===== config.mk =====
export PLATFORM = sky130hd
export DESIGN_NAME = mem1_stage
export DESIGN_NICKNAME = d
export VERILOG_FILES = /design/src/rtl/mem1_stage.sv
export SDC_FILE = /design/constraint.sdc
export NUM_CORES = 1
export LEC_CHECK = 0
export CAP_MARGIN = 20
export CELL_PAD_IN_SITES_DETAIL_PLACEMENT = 1
export CELL_PAD_IN_SITES_GLOBAL_PLACEMENT = 1
export CORE_AREA = 2 2 145 147
export CTS_CLUSTER_DIAMETER = 200
export CTS_CLUSTER_SIZE = 10
export DETAILED_ROUTE_END_ITERATION = 12
export DIE_AREA = 0 0 147 149
export PLACE_DENSITY = 0.85
export SETUP_SLACK_MARGIN = 0.15
export SLEW_MARGIN = 0
export SYNTH_ARGS = -nofsm -noshare
export SYNTH_HDL_FRONTEND = slang
export SYNTH_SLANG_ARGS = --single-unit

===== constraint.sdc =====
create_clock -name clk -period 3.5 [get_ports clk]
set_clock_uncertainty 0.05 [all_clocks]
set_input_delay 0.35 -clock clk [delete_from_list [all_inputs] [get_ports clk]]
set_output_delay 0.35 -clock clk [all_outputs]
set_load 0.05 [all_outputs]

===== src/rtl/mem1_stage.sv =====
`default_nettype none
// ============================================================================
// Module  : mem1_stage
// Brief   : First memory stage: alignment check, strobes, D-cache request.
// Rev     : 1.0  initial release
// ============================================================================
module mem1_stage #(
  parameter logic [5:0] ALE_ECODE = 6'h9,
  parameter int         ADDR_W    = 32
) (
  input  logic              clk,
  input  logic              rst_n,
  input  logic              is_stall,
  input  logic              is_flush,
  input  logic              in_valid,
  input  logic [ADDR_W-1:0] in_pc,
  input  logic [ADDR_W-1:0] in_ex_out,
  input  logic [ADDR_W-1:0] in_pc_plus4,
  input  logic [ADDR_W-1:0] in_rkd_data,
  input  logic [4:0]        in_rd,
  input  logic              in_is_wr_rd,
  input  logic              in_is_wr_rd_pc_plus4,
  input  logic              in_is_mem,
  input  logic              in_is_store,
  input  logic              in_is_signed,
  input  logic [1:0]        in_byte_type,
  input  logic              in_excp_valid,
  input  logic [5:0]        in_excp_code,
  input  logic              dc_req_ready,
  output logic              dc_req_valid,
  output logic [ADDR_W-1:0] dc_req_addr,
  output logic              dc_req_we,
  output logic [3:0]        dc_req_wstrb,
  output logic [ADDR_W-1:0] dc_req_wdata,
  output logic              mem1_stall,
  output logic              fwd_valid,
  output logic [4:0]        fwd_idx,
  output logic [ADDR_W-1:0] fwd_data,
  output logic              out_valid,
  output logic [ADDR_W-1:0] out_pc,
  output logic [ADDR_W-1:0] out_wb_data,
  output logic [4:0]        out_rd,
  output logic              out_is_wr_rd,
  output logic              out_is_load,
  output logic [1:0]        out_byte_off,
  output logic [1:0]        out_byte_type,
  output logic              out_is_signed,
  output logic              out_excp_valid,
  output logic [5:0]        out_excp_code,
  output logic [ADDR_W-1:0] out_badv
);

  localparam logic [1:0] S_IDLE = 2'd0;
  localparam logic [1:0] S_WAIT = 2'd1;
  localparam logic [1:0] S_SENT = 2'd2;

  logic              r_valid;
  logic [ADDR_W-1:0] r_pc;
  logic [ADDR_W-1:0] r_ex_out;
  logic [ADDR_W-1:0] r_pc_plus4;
  logic [ADDR_W-1:0] r_rkd;
  logic [4:0]        r_rd;
  logic              r_is_wr_rd;
  logic              r_is_wr_rd_pc4;
  logic              r_is_mem;
  logic              r_is_store;
  logic              r_is_signed;
  logic [1:0]        r_byte_type;
  logic              r_excp_valid;
  logic [5:0]        r_excp_code;

  logic [1:0]        r_state;
  logic [1:0]        w_state_nxt;
  logic              r_kill;
  logic              w_kill_nxt;

  logic [1:0]        w_off;
  logic              w_is_byte;
  logic              w_is_half;
  logic              w_is_word;
  logic              w_misalign;
  logic              w_excp;
  logic              w_need_req;
  logic              w_is_load;
  logic [ADDR_W-1:0] w_wb_sel;
  logic              w_req_valid;
  logic              w_stall;
  logic [3:0]        w_wstrb;
  logic [ADDR_W-1:0] w_wdata;

  // A flush also drops a held instruction, so a stalled stage never re-requests it.
  always_ff @(posedge clk or negedge rst_n) begin
    if (!rst_n) begin
      r_valid <= 1'b0;
    end else if (is_flush) begin
      r_valid <= 1'b0;
    end else if (!is_stall) begin
      r_valid <= in_valid;
    end
  end

  always_ff @(posedge clk) begin
    if (!is_stall) begin
      r_pc           <= in_pc;
      r_ex_out       <= in_ex_out;
      r_pc_plus4     <= in_pc_plus4;
      r_rkd          <= in_rkd_data;
      r_rd           <= in_rd;
      r_is_wr_rd     <= in_is_wr_rd;
      r_is_wr_rd_pc4 <= in_is_wr_rd_pc_plus4;
      r_is_mem       <= in_is_mem;
      r_is_store     <= in_is_store;
      r_is_signed    <= in_is_signed;
      r_byte_type    <= in_byte_type;
      r_excp_valid   <= in_excp_valid;
      r_excp_code    <= in_excp_code;
    end
  end

  assign w_off      = r_ex_out[1:0];
  assign w_is_byte  = (r_byte_type == 2'd0);
  assign w_is_half  = (r_byte_type == 2'd1);
  assign w_is_word  = r_byte_type[1];
  assign w_misalign = r_is_mem & ((w_is_half & w_off[0]) | (w_is_word & (w_off != 2'b00)));
  assign w_excp     = r_valid & (r_excp_valid | w_misalign);
  assign w_need_req = r_valid & r_is_mem & ~w_excp;
  assign w_is_load  = r_is_mem & ~r_is_store;
  assign w_wb_sel   = r_is_wr_rd_pc4 ? r_pc_plus4 : r_ex_out;

  always_comb begin
    w_wstrb = 4'hF;
    w_wdata = r_rkd;
    if (w_is_byte) begin
      w_wstrb = 4'b0001 << w_off;
      w_wdata = {4{r_rkd[7:0]}};
    end else if (w_is_half) begin
      w_wstrb = 4'b0011 << w_off;
      w_wdata = {2{r_rkd[15:0]}};
    end
  end

  always_ff @(posedge clk or negedge rst_n) begin
    if (!rst_n) begin
      r_state <= S_IDLE;
      r_kill  <= 1'b0;
    end else begin
      r_state <= w_state_nxt;
      r_kill  <= w_kill_nxt;
    end
  end

  // SENT is only visited while the accepted instruction is still held by ctrl.
  always_comb begin
    w_state_nxt = r_state;
    w_kill_nxt  = r_kill;
    case (r_state)
      S_IDLE: begin
        if (w_req_valid) begin
          if (dc_req_ready) begin
            w_state_nxt = is_stall ? S_SENT : S_IDLE;
          end else begin
            w_state_nxt = S_WAIT;
          end
        end
      end
      S_WAIT: begin
        if (dc_req_ready) begin
          w_kill_nxt  = 1'b0;
          w_state_nxt = (r_kill | is_flush | ~is_stall) ? S_IDLE : S_SENT;
        end else if (is_flush) begin
          w_kill_nxt  = 1'b1;
        end
      end
      S_SENT: begin
        if (is_flush || !is_stall) begin
          w_state_nxt = S_IDLE;
        end
      end
      default: begin
        w_state_nxt = S_IDLE;
        w_kill_nxt  = 1'b0;
      end
    endcase
  end

  always_comb begin
    w_req_valid = 1'b0;
    case (r_state)
      S_IDLE:  w_req_valid = w_need_req & ~is_flush;
      S_WAIT:  w_req_valid = 1'b1;
      default: w_req_valid = 1'b0;
    endcase
    w_stall = (w_need_req & (r_state != S_SENT) & ~(w_req_valid & dc_req_ready))
            | ((r_state == S_WAIT) & r_kill);
  end

  assign dc_req_valid   = w_req_valid;
  assign dc_req_addr    = r_ex_out;
  assign dc_req_we      = r_is_store;
  assign dc_req_wstrb   = w_wstrb;
  assign dc_req_wdata   = w_wdata;
  assign mem1_stall     = w_stall;

  assign fwd_valid      = r_valid & ~is_flush & r_is_wr_rd & ~w_is_load & (r_rd != 5'd0);
  assign fwd_idx        = r_rd;
  assign fwd_data       = w_wb_sel;

  assign out_valid      = r_valid & ~is_flush & ~w_stall;
  assign out_pc         = r_pc;
  assign out_wb_data    = w_wb_sel;
  assign out_rd         = r_rd;
  assign out_is_wr_rd   = r_is_wr_rd;
  assign out_is_load    = w_is_load;
  assign out_byte_off   = w_off;
  assign out_byte_type  = r_byte_type;
  assign out_is_signed  = r_is_signed;
  assign out_excp_valid = w_excp;
  assign out_excp_code  = r_excp_valid ? r_excp_code : ALE_ECODE;
  assign out_badv       = r_ex_out;

endmodule
`default_nettype wire

Word-level counts from Yosys, hierarchy flattened
Index checks and enable logic that the tools add are counted.
Word-level totals
  word-level logic and storage cells: 85
  register bits after elaboration: 151
  output and inout bits: 225
  bits of input ports: 153
Cells by class
  eq/ne operators: 9
  reduce and logical (&&, ||, !) cells: 9
  bitwise operators: 30
  multiplexer cells: 19
  shifts and indexed selects: 2
Operator list (number)
  $mux 32: 3
  $and 1x1->1: 17
  $mux 2: 6
  $mux 4: 2
  $ne 2x2->1 const B: 4
  $not 1->1: 8
  $mux 6: 1
  $pmux 2 s3: 1
  $or 1x1->1: 5
  $reduce_bool 5->1: 1
  $eq 2x1->1 const B: 2
  $logic_not 2->1: 2
  $mux 1: 4
  $pmux 1 s2: 2
  $shl 1x2->4 const A: 1
  $shl 2x2->4 const A: 1
  $ne 3x3->1 const B: 1
  $reduce_and 3->1: 1
  $eq 2x2->1 const B: 1
  $ne 2x1->1 const B: 1
  $reduce_and 2->1: 1
  $reduce_bool 2->1: 1
  $reduce_or 2->1: 1
  $logic_not 1->1: 1
  $logic_or 1x1->1: 1

Longest topological paths before layout
Gate-level depths: netlist (run 1).
  depth in word-level cells: 16
  depth in mapped cells: 5
  mapped depth without buffers: 5

Worst setup path after synthesis (run 1)
OpenSTA, ideal clock, no wires.
  path kind: input to register
  start point: input is_stall
  end point: register r_ex_out[0] (netlist: dc_req_addr[0]) (enable)
  required time: 2.950 ns
  data arrival time: 3.213 ns
  stages on the path: 1
  path slack: -0.263 ns
  setup time: 0.500 ns
  buffers on the path: 0
  cell sequence: inv_1
RTL lines
  from (decl): line 13  | input logic is_stall,
  to (signal assigned): line 105  | r_ex_out <= in_ex_out;
  to (decl): line 59  | logic [ADDR_W-1:0] r_ex_out;
No word-level cell between the ends.

Worst setup path in the final report (run 1)
  start point: register r_is_wr_rd_pc4
  end point: output out_wb_data[11]
On the way
  word-level cells in the longest chain between the ends: 1
Ends and longest elaborated chain
  from (decl): line 64  | logic r_is_wr_rd_pc4;
  from (signal assigned): line 110  | r_is_wr_rd_pc4 <= in_is_wr_rd_pc_plus4;
  $mux 32: line 128  | assign w_wb_sel = r_is_wr_rd_pc4 ? r_pc_plus4 : r_ex_out;
  to (decl): line 41  | output logic [ADDR_W-1:0] out_wb_data,
No other way between the ends.

==> impl_summary.log, run 1 <==
[metrics] final cycle utilization of the critical path: 0.8792
[metrics] number of flip-flops and latches in the synthesized netlist: 151
[metrics] cell count after synthesis: 366
[metrics] Core Area: 20,560 µm²
[metrics] die height: 149 µm
[metrics] number of sinks driven by the clock tree: 151
[metrics] net load switching power: 2.026 mW
[metrics] number of hold violations in the final report: 0
[metrics] Tightest Hold Check Type: in2async
[metrics] upper clock frequency limit: 0.3250 GHz
[metrics] crit-path max cell delay: 850 ps
[metrics] portion of the post-synthesis area used by sequential elements: 0.7268
[metrics] PnR Total Power: 5.932 mW
[metrics] Synth-to-Final Area Change: 67.20%
[metrics] TritonCTS clock tree: yes
[metrics] overflow left after global routing: 0
[metrics] critical path startpoint category: register
[metrics] Post-synth ARST share: 0.02649
[metrics] ranking of synthesized cells by instance count: sky130_fd_sc_hd__edfxtp_1, sky130_fd_sc_hd__buf_4, sky130_fd_sc_hd__mux2_1
[metrics] Synth Area per Inst: 16.97 µm²
[metrics] global-route wire length before repair: 28,880 µm
[metrics] share of total power in the clock network: 0.326
[metrics] post-layout minimum cycle time: 3077 ps
[metrics] Internal Pwr Total: 3.907 mW
[metrics] die width: 147 µm
[metrics] number of design rule violations left after detail routing: 0
[metrics] biggest area contributors in the synthesized netlist: sky130_fd_sc_hd__edfxtp_1, sky130_fd_sc_hd__buf_4, sky130_fd_sc_hd__mux2_1
[metrics] routed via count: 4,219
[metrics] # resized after CTS: 0
[metrics] antenna violations before repair: 1
[metrics] area share of the largest cell type after synthesis: 0.7107
[metrics] Arrival @ worst endpoint: 2680 ps
[metrics] clock buffer count from CTS: 17
[metrics] Setup TNS: 0 ps
[metrics] fill cell instance count of the final layout: 2,019
[metrics] total detailed-routing wirelength: 19,960 µm
[metrics] initial cell density of the core: 0.3021
[metrics] detailed-router iteration count before antenna repair: 6
[metrics] worst-path maximum fanout: 21
[metrics] cell type contributing the most total cell area after synthesis: sky130_fd_sc_hd__edfxtp_1
[metrics] Setup-failing EPs final: 0
[metrics] power density cells: 571.3 nW/µm²
[metrics] maximum number of pins on one net before global-route repair: 89
[metrics] Root Buffer: sky130_fd_sc_hd__clkbuf_16
[metrics] slew at the pin with the worst max-slew slack: 813.4 ps
[metrics] max-capacitance violation count: 0
[metrics] relative contribution of combinational cells to total power: 0.296
[metrics] required time of the critical path: 3100 ps
[metrics] post-CTS repair timing setup buffer count: 0
[metrics] worst-skew pair later-pin latency: 410 ps
[metrics] clock slew at the register clock pins of the worst setup and hold paths: 70 ps
[metrics] final estimated routing congestion in global placement: 0.8344
[metrics] post-detailed-route wirelength per cell: 20.62 µm
[metrics] maximum vdd ir drop: 0.3117 mV
[metrics] most numerous cell in the Yosys netlist: sky130_fd_sc_hd__edfxtp_1
[metrics] Cell Count Post-Placement: 935
[metrics] normalized max-slew margin: 0.4577
[metrics] number of warnings issued by yosys: 0
[metrics] share of post-route cells with drive strength above 1: 0.05772
[metrics] antenna-violating nets left: 0
[metrics] critical path capture point type: primary output
[metrics] net count of the mapped netlist: 523
[metrics] Detailed Place HPWL: 15,540 µm
[metrics] Final nets: 837
[metrics] Ant. Diodes: 0
[metrics] number of distinct library cell variants in the gate-level netlist after synthesis: 36
[metrics] category of the critical setup timing path: reg2out
[metrics] relative contribution of sequential cells to total power: 0.377
[metrics] leakage power total: 3.731 nW
[metrics] quantity of hold-fixing buffers added after cts: 0
[metrics] clk buf depth: 2
[metrics] CTS HTree Levels: 4
[metrics] via count of the first global-routing pass: 4,645
[metrics] result of the run: completed
[metrics] RSZ-0062 raised after global routing: false
[metrics] total routing resource utilization after global routing: 0.1775
[metrics] via/cell ratio: 4.358
[metrics] CP max stage cell: sky130_fd_sc_hd__edfxtp_1
[metrics] post-synth design cell area: 6211 µm²
[metrics] Die Area: 21,900 µm²
[metrics] final max-slew violation count: 0
[metrics] Port-buffer cells: 377
[metrics] Top-Level Pins: 378
[metrics] commonest register cell after synthesis: sky130_fd_sc_hd__edfxtp_1
[metrics] cell-by-cell trace of the critical path: buf_12 > mux2_1 > clkdlybuf4s50_1
[metrics] switching share of total power: 0.3415
[metrics] 1st-iter DRT viols: 135
[metrics] row count: 53
[metrics] number of flops mapped to enable cells by yosys: 147
[metrics] final cell count without fillers: 968
==> worst max-delay path: cells and delay by family, from the launching register on <==
kind                   cells  cell delay (ps)
buffers and inverters      2             1010
flip-flops                 1              850
multiplexers               1              380
==> layer usage <==
layer  wire length [µm]  vias to the layer above  track usage
li1                   -                     1907            -
met1               7245                     2061       0.1854
met2              10580                      221       0.3218
met3               1553                       30      0.06544
met4                580                        0      0.07644
met5                  0                        -            0
==> placed cells by master (no fill, tap or decap), types with 2 or more instances in the layout <==
master and instances:
sky130_fd_sc_hd__clkinvlp_4 2, sky130_fd_sc_hd__ha_1 4, sky130_fd_sc_hd__inv_1 3, sky130_fd_sc_hd__bufinv_16 3, sky130_fd_sc_hd__inv_8 2, sky130_fd_sc_hd__mux2i_1 9
sky130_fd_sc_hd__nand3b_1 2, sky130_fd_sc_hd__nor2_1 4, sky130_fd_sc_hd__inv_6 6, sky130_fd_sc_hd__nor2b_1 4, sky130_fd_sc_hd__and2_1 4, sky130_fd_sc_hd__clkbuf_16 17
sky130_fd_sc_hd__edfxtp_1 147, sky130_fd_sc_hd__o21ai_0 2, sky130_fd_sc_hd__nand2b_1 6, sky130_fd_sc_hd__o21ai_1 11, sky130_fd_sc_hd__dfrtp_1 4, sky130_fd_sc_hd__buf_4 4
sky130_fd_sc_hd__mux2_1 46, sky130_fd_sc_hd__clkdlybuf4s50_1 377, sky130_fd_sc_hd__nand2_1 12
==> power groups by stage <==
| stage | Sequential, mW | Combinational, mW | Clock (mW) |
|---|---|---|---|
| after global placement | 2.27 | 1.74 | 0 |
| after CTS | 2.24 | 1.77 | 1.99 |
| after floorplan | 2.49 | 0.926 | 0 |
| after global routing | 2.26 | 1.81 | 2.05 |
| after detailed placement | 2.28 | 1.76 | 0 |
| final | 2.24 | 1.76 | 1.94 |
==> area by class of cell <==
cell class                 instances  area (µm²)  area share
tap                              275       344.1     0.03313
clock buffer                      17       425.4     0.04096
inverter                           4       18.77    0.001807
clock inverter                    15       190.2     0.01831
sequential                       151        4514      0.4347
timing repair buffer             383        3851      0.3708
multi-input combinational        123        1041      0.1002
==> registers in the layout, summed over array words and instances (netlist names) <==
signal,cells
dc_req_addr,32
out_pc,32
r_pc_plus4,32
r_rkd,32
r_excp_code,6
fwd_idx,5
out_byte_type,2
r_state,2
dc_req_we,1
out_is_signed,1
out_is_wr_rd,1
r_excp_valid,1
r_is_mem,1
r_is_wr_rd_pc4,1
r_kill,1
r_valid,1
==> through the flow <==
stage	utilization	worst slack [ps]	instance area, µm²	hold WS (ps)
final	0.5052	422.9	10390	83.33
after global routing	0.5052	300.1	10390	76.72
after CTS	0.5038	351.6	10360	61.20
after detailed placement	0.4739	815.5	9742	487.3
after global placement	0.4739	862.6	9742	477.3
after floorplan	-	502.2	6215	4.409
==> path summary, 6_finish.rpt <==
path	slack, ps	from	endpoint	depth (start not counted)
min reg2reg	500	r_kill$_DFFE_PN0P_	r_kill$_DFFE_PN0P_	2
max reg2reg	1800	dc_req_addr[0]$_DFFE_PN_	r_state[1]$_DFFE_PN0P_	5
min in group clk	430	in_pc[27]	out_pc[27]$_DFFE_PN_	1
max	420	r_is_wr_rd_pc4$_DFFE_PN_	out_wb_data[11]	3
min	80	rst_n	r_valid$_DFFE_PN0P_	1
max in group asynchronous	3140	rst_n	r_state[1]$_DFFE_PN0P_	1
==> cell families (layout without fill, tap and decap cells) <==
| kind of cell | Yosys count | in the layout | synth area share |
|---|---|---|---|
| buf+inv | 92 | 419 | 0.1056 |
| fa+ha+maj | 4 | 4 | 0.008058 |
| simple gates | 42 | 42 | 0.03868 |
| compound gates | 22 | 22 | 0.02297 |
| mux | 55 | 55 | 0.09791 |
| flops | 151 | 151 | 0.7268 |
Note: power is estimated with default switching activity, not from simulation.
==> run 2, diff against run 1 <==
--- a/config.mk
+++ b/config.mk
@@ -8,12 +8,12 @@
 export CAP_MARGIN = 20
 export CELL_PAD_IN_SITES_DETAIL_PLACEMENT = 1
 export CELL_PAD_IN_SITES_GLOBAL_PLACEMENT = 1
-export CORE_AREA = 2 2 145 147
-export CTS_CLUSTER_DIAMETER = 200
+export CORE_AREA = 2 2 146 148
 export CTS_CLUSTER_SIZE = 10
 export DETAILED_ROUTE_END_ITERATION = 12
-export DIE_AREA = 0 0 147 149
-export PLACE_DENSITY = 0.85
+export DIE_AREA = 0 0 148 150
+export DONT_BUFFER_PORTS = 1
+export PLACE_DENSITY = 0.53
 export SETUP_SLACK_MARGIN = 0.15
 export SLEW_MARGIN = 0
 export SYNTH_ARGS = -nofsm -noshare
==> impl_summary.log, run 2 <==
[metrics] # resized after CTS: 0
[metrics] cell type contributing the most total cell area after synthesis: sky130_fd_sc_hd__edfxtp_1
[metrics] most numerous cell in the Yosys netlist: sky130_fd_sc_hd__edfxtp_1
[metrics] commonest register cell after synthesis: sky130_fd_sc_hd__edfxtp_1
[metrics] error msg: [ERROR RSZ-0060] Max buffer count reached.
[metrics] row count: 53
[metrics] portion of the post-synthesis area used by sequential elements: 0.7268
[metrics] cell count after synthesis: 366
[metrics] Root Buffer: sky130_fd_sc_hd__clkbuf_16
[metrics] net count of the mapped netlist: 523
[metrics] die width: 148 µm
[metrics] Detailed Place HPWL: 11,930 µm
[metrics] number of distinct library cell variants in the gate-level netlist after synthesis: 36
[metrics] Post-synth ARST share: 0.02649
[metrics] number of flops mapped to enable cells by yosys: 147
[metrics] number of sinks driven by the clock tree: 151
[metrics] quantity of hold-fixing buffers added after cts: 132
[metrics] biggest area contributors in the synthesized netlist: sky130_fd_sc_hd__edfxtp_1, sky130_fd_sc_hd__buf_4, sky130_fd_sc_hd__mux2_1
[metrics] CTS HTree Levels: 4
[metrics] Synth Area per Inst: 16.97 µm²
[metrics] result of the run: did not finish
[metrics] number of warnings issued by yosys: 0
[metrics] number of flip-flops and latches in the synthesized netlist: 151
[metrics] Top-Level Pins: 378
[metrics] Port-buffer cells: 0
[metrics] initial cell density of the core: 0.3002
[metrics] final estimated routing congestion in global placement: 0.7864
[metrics] post-synth design cell area: 6211 µm²
[metrics] die height: 150 µm
[metrics] clk buf depth: 2
[metrics] Setup WS pre-CTS: 1115 ps
[metrics] failing step: clock tree synthesis (4_1_cts)
[metrics] ranking of synthesized cells by instance count: sky130_fd_sc_hd__edfxtp_1, sky130_fd_sc_hd__buf_4, sky130_fd_sc_hd__mux2_1
[metrics] post-CTS repair timing setup buffer count: 0
[metrics] clock buffer count from CTS: 17
[metrics] area share of the largest cell type after synthesis: 0.7107
run 2: per-stage QoR:
stage	cell area, µm²	utilization	cells
after floorplan	6215	-	366
after global placement	6492	0.3138	626
after detailed placement	6492	0.3138	626
run 2: cell families after synthesis:
| family | after synthesis | synth area share |
|---|---|---|
| DFF | 151 | 0.7268 |
| buffers and inverters | 92 | 0.1056 |
| muxes | 55 | 0.09791 |
| and+or+nand+nor | 42 | 0.03868 |
| AOI/OAI and AO/OA | 22 | 0.02297 |
| adders and majority gates | 4 | 0.008058 |
==> run 3, diff against run 2 <==
==> config.mk (replaced) <==
export PLATFORM = sky130hd
export DESIGN_NAME = mem1_stage
export DESIGN_NICKNAME = d
export VERILOG_FILES = /design/src/rtl/mem1_stage.sv
export SDC_FILE = /design/constraint.sdc
export NUM_CORES = 1
export LEC_CHECK = 0
export CAP_MARGIN = 20
export CORE_AREA = 2 2 148 150
export DETAILED_ROUTE_END_ITERATION = 12
export DIE_AREA = 0 0 150 152
export DONT_BUFFER_PORTS = 1
export PLACE_DENSITY_LB_ADDON = 0.15
export SLEW_MARGIN = 0
export SYNTH_ARGS = -nofsm -noshare
export SYNTH_HDL_FRONTEND = slang
export SYNTH_SLANG_ARGS = --single-unit
==> impl_summary.log, run 3 <==
[metrics] biggest area contributors in the synthesized netlist: sky130_fd_sc_hd__edfxtp_1, sky130_fd_sc_hd__buf_4, sky130_fd_sc_hd__mux2_1
[metrics] cell count after synthesis: 366
[metrics] Port-buffer cells: 0
[metrics] net count of the mapped netlist: 523
[metrics] result of the run: did not finish
[metrics] clk buf depth: 2
[metrics] most numerous cell in the Yosys netlist: sky130_fd_sc_hd__edfxtp_1
[metrics] final estimated routing congestion in global placement: 0.7070
[metrics] initial cell density of the core: 0.2909
[metrics] row count: 54
[metrics] Cell Count Post-Placement: 626
[metrics] number of distinct library cell variants in the gate-level netlist after synthesis: 36
[metrics] post-CTS repair timing setup buffer count: 0
[metrics] post-synth design cell area: 6211 µm²
[metrics] CTS HTree Levels: 4
[metrics] Synth Area per Inst: 16.97 µm²
[metrics] failing step: clock tree synthesis (4_1_cts)
[metrics] Top-Level Pins: 378
[metrics] cell type contributing the most total cell area after synthesis: sky130_fd_sc_hd__edfxtp_1
[metrics] area share of the largest cell type after synthesis: 0.7107
[metrics] Detailed Place HPWL: 11,030 µm
[metrics] commonest register cell after synthesis: sky130_fd_sc_hd__edfxtp_1
[metrics] Root Buffer: sky130_fd_sc_hd__clkbuf_16
[metrics] clock buffer count from CTS: 17
[metrics] # resized after CTS: 0
[metrics] die height: 152 µm
[metrics] number of sinks driven by the clock tree: 151
[metrics] number of warnings issued by yosys: 0
[metrics] number of flops mapped to enable cells by yosys: 147
[metrics] ranking of synthesized cells by instance count: sky130_fd_sc_hd__edfxtp_1, sky130_fd_sc_hd__buf_4, sky130_fd_sc_hd__mux2_1
[metrics] error msg: [ERROR RSZ-0060] Max buffer count reached.
[metrics] portion of the post-synthesis area used by sequential elements: 0.7268
[metrics] Post-synth ARST share: 0.02649
[metrics] quantity of hold-fixing buffers added after cts: 132
[metrics] number of flip-flops and latches in the synthesized netlist: 151
[metrics] die width: 150 µm
==> run 3: cell counts after synthesis <==
Identical to the previous run, type by type.
==> run 3: kinds of logic after synthesis <==
family | Yosys count | synth area share
mux | 55 | 0.09791
simple gates | 42 | 0.03868
fa+ha+maj | 4 | 0.008058
compound gates | 22 | 0.02297
buf+inv | 92 | 0.1056
flops | 151 | 0.7268
==> run 3: metrics by stage <==
| step | setup WS (ps) | util | hold WS [ps] | instance area (µm²) |
|---|---|---|---|---|
| after floorplan | 502.2 | - | 4.409 | 6215 |
| after global placement | 1312 | 0.3041 | 4.590 | 6494 |
| after detailed placement | 1298 | 0.3041 | 4.570 | 6494 |
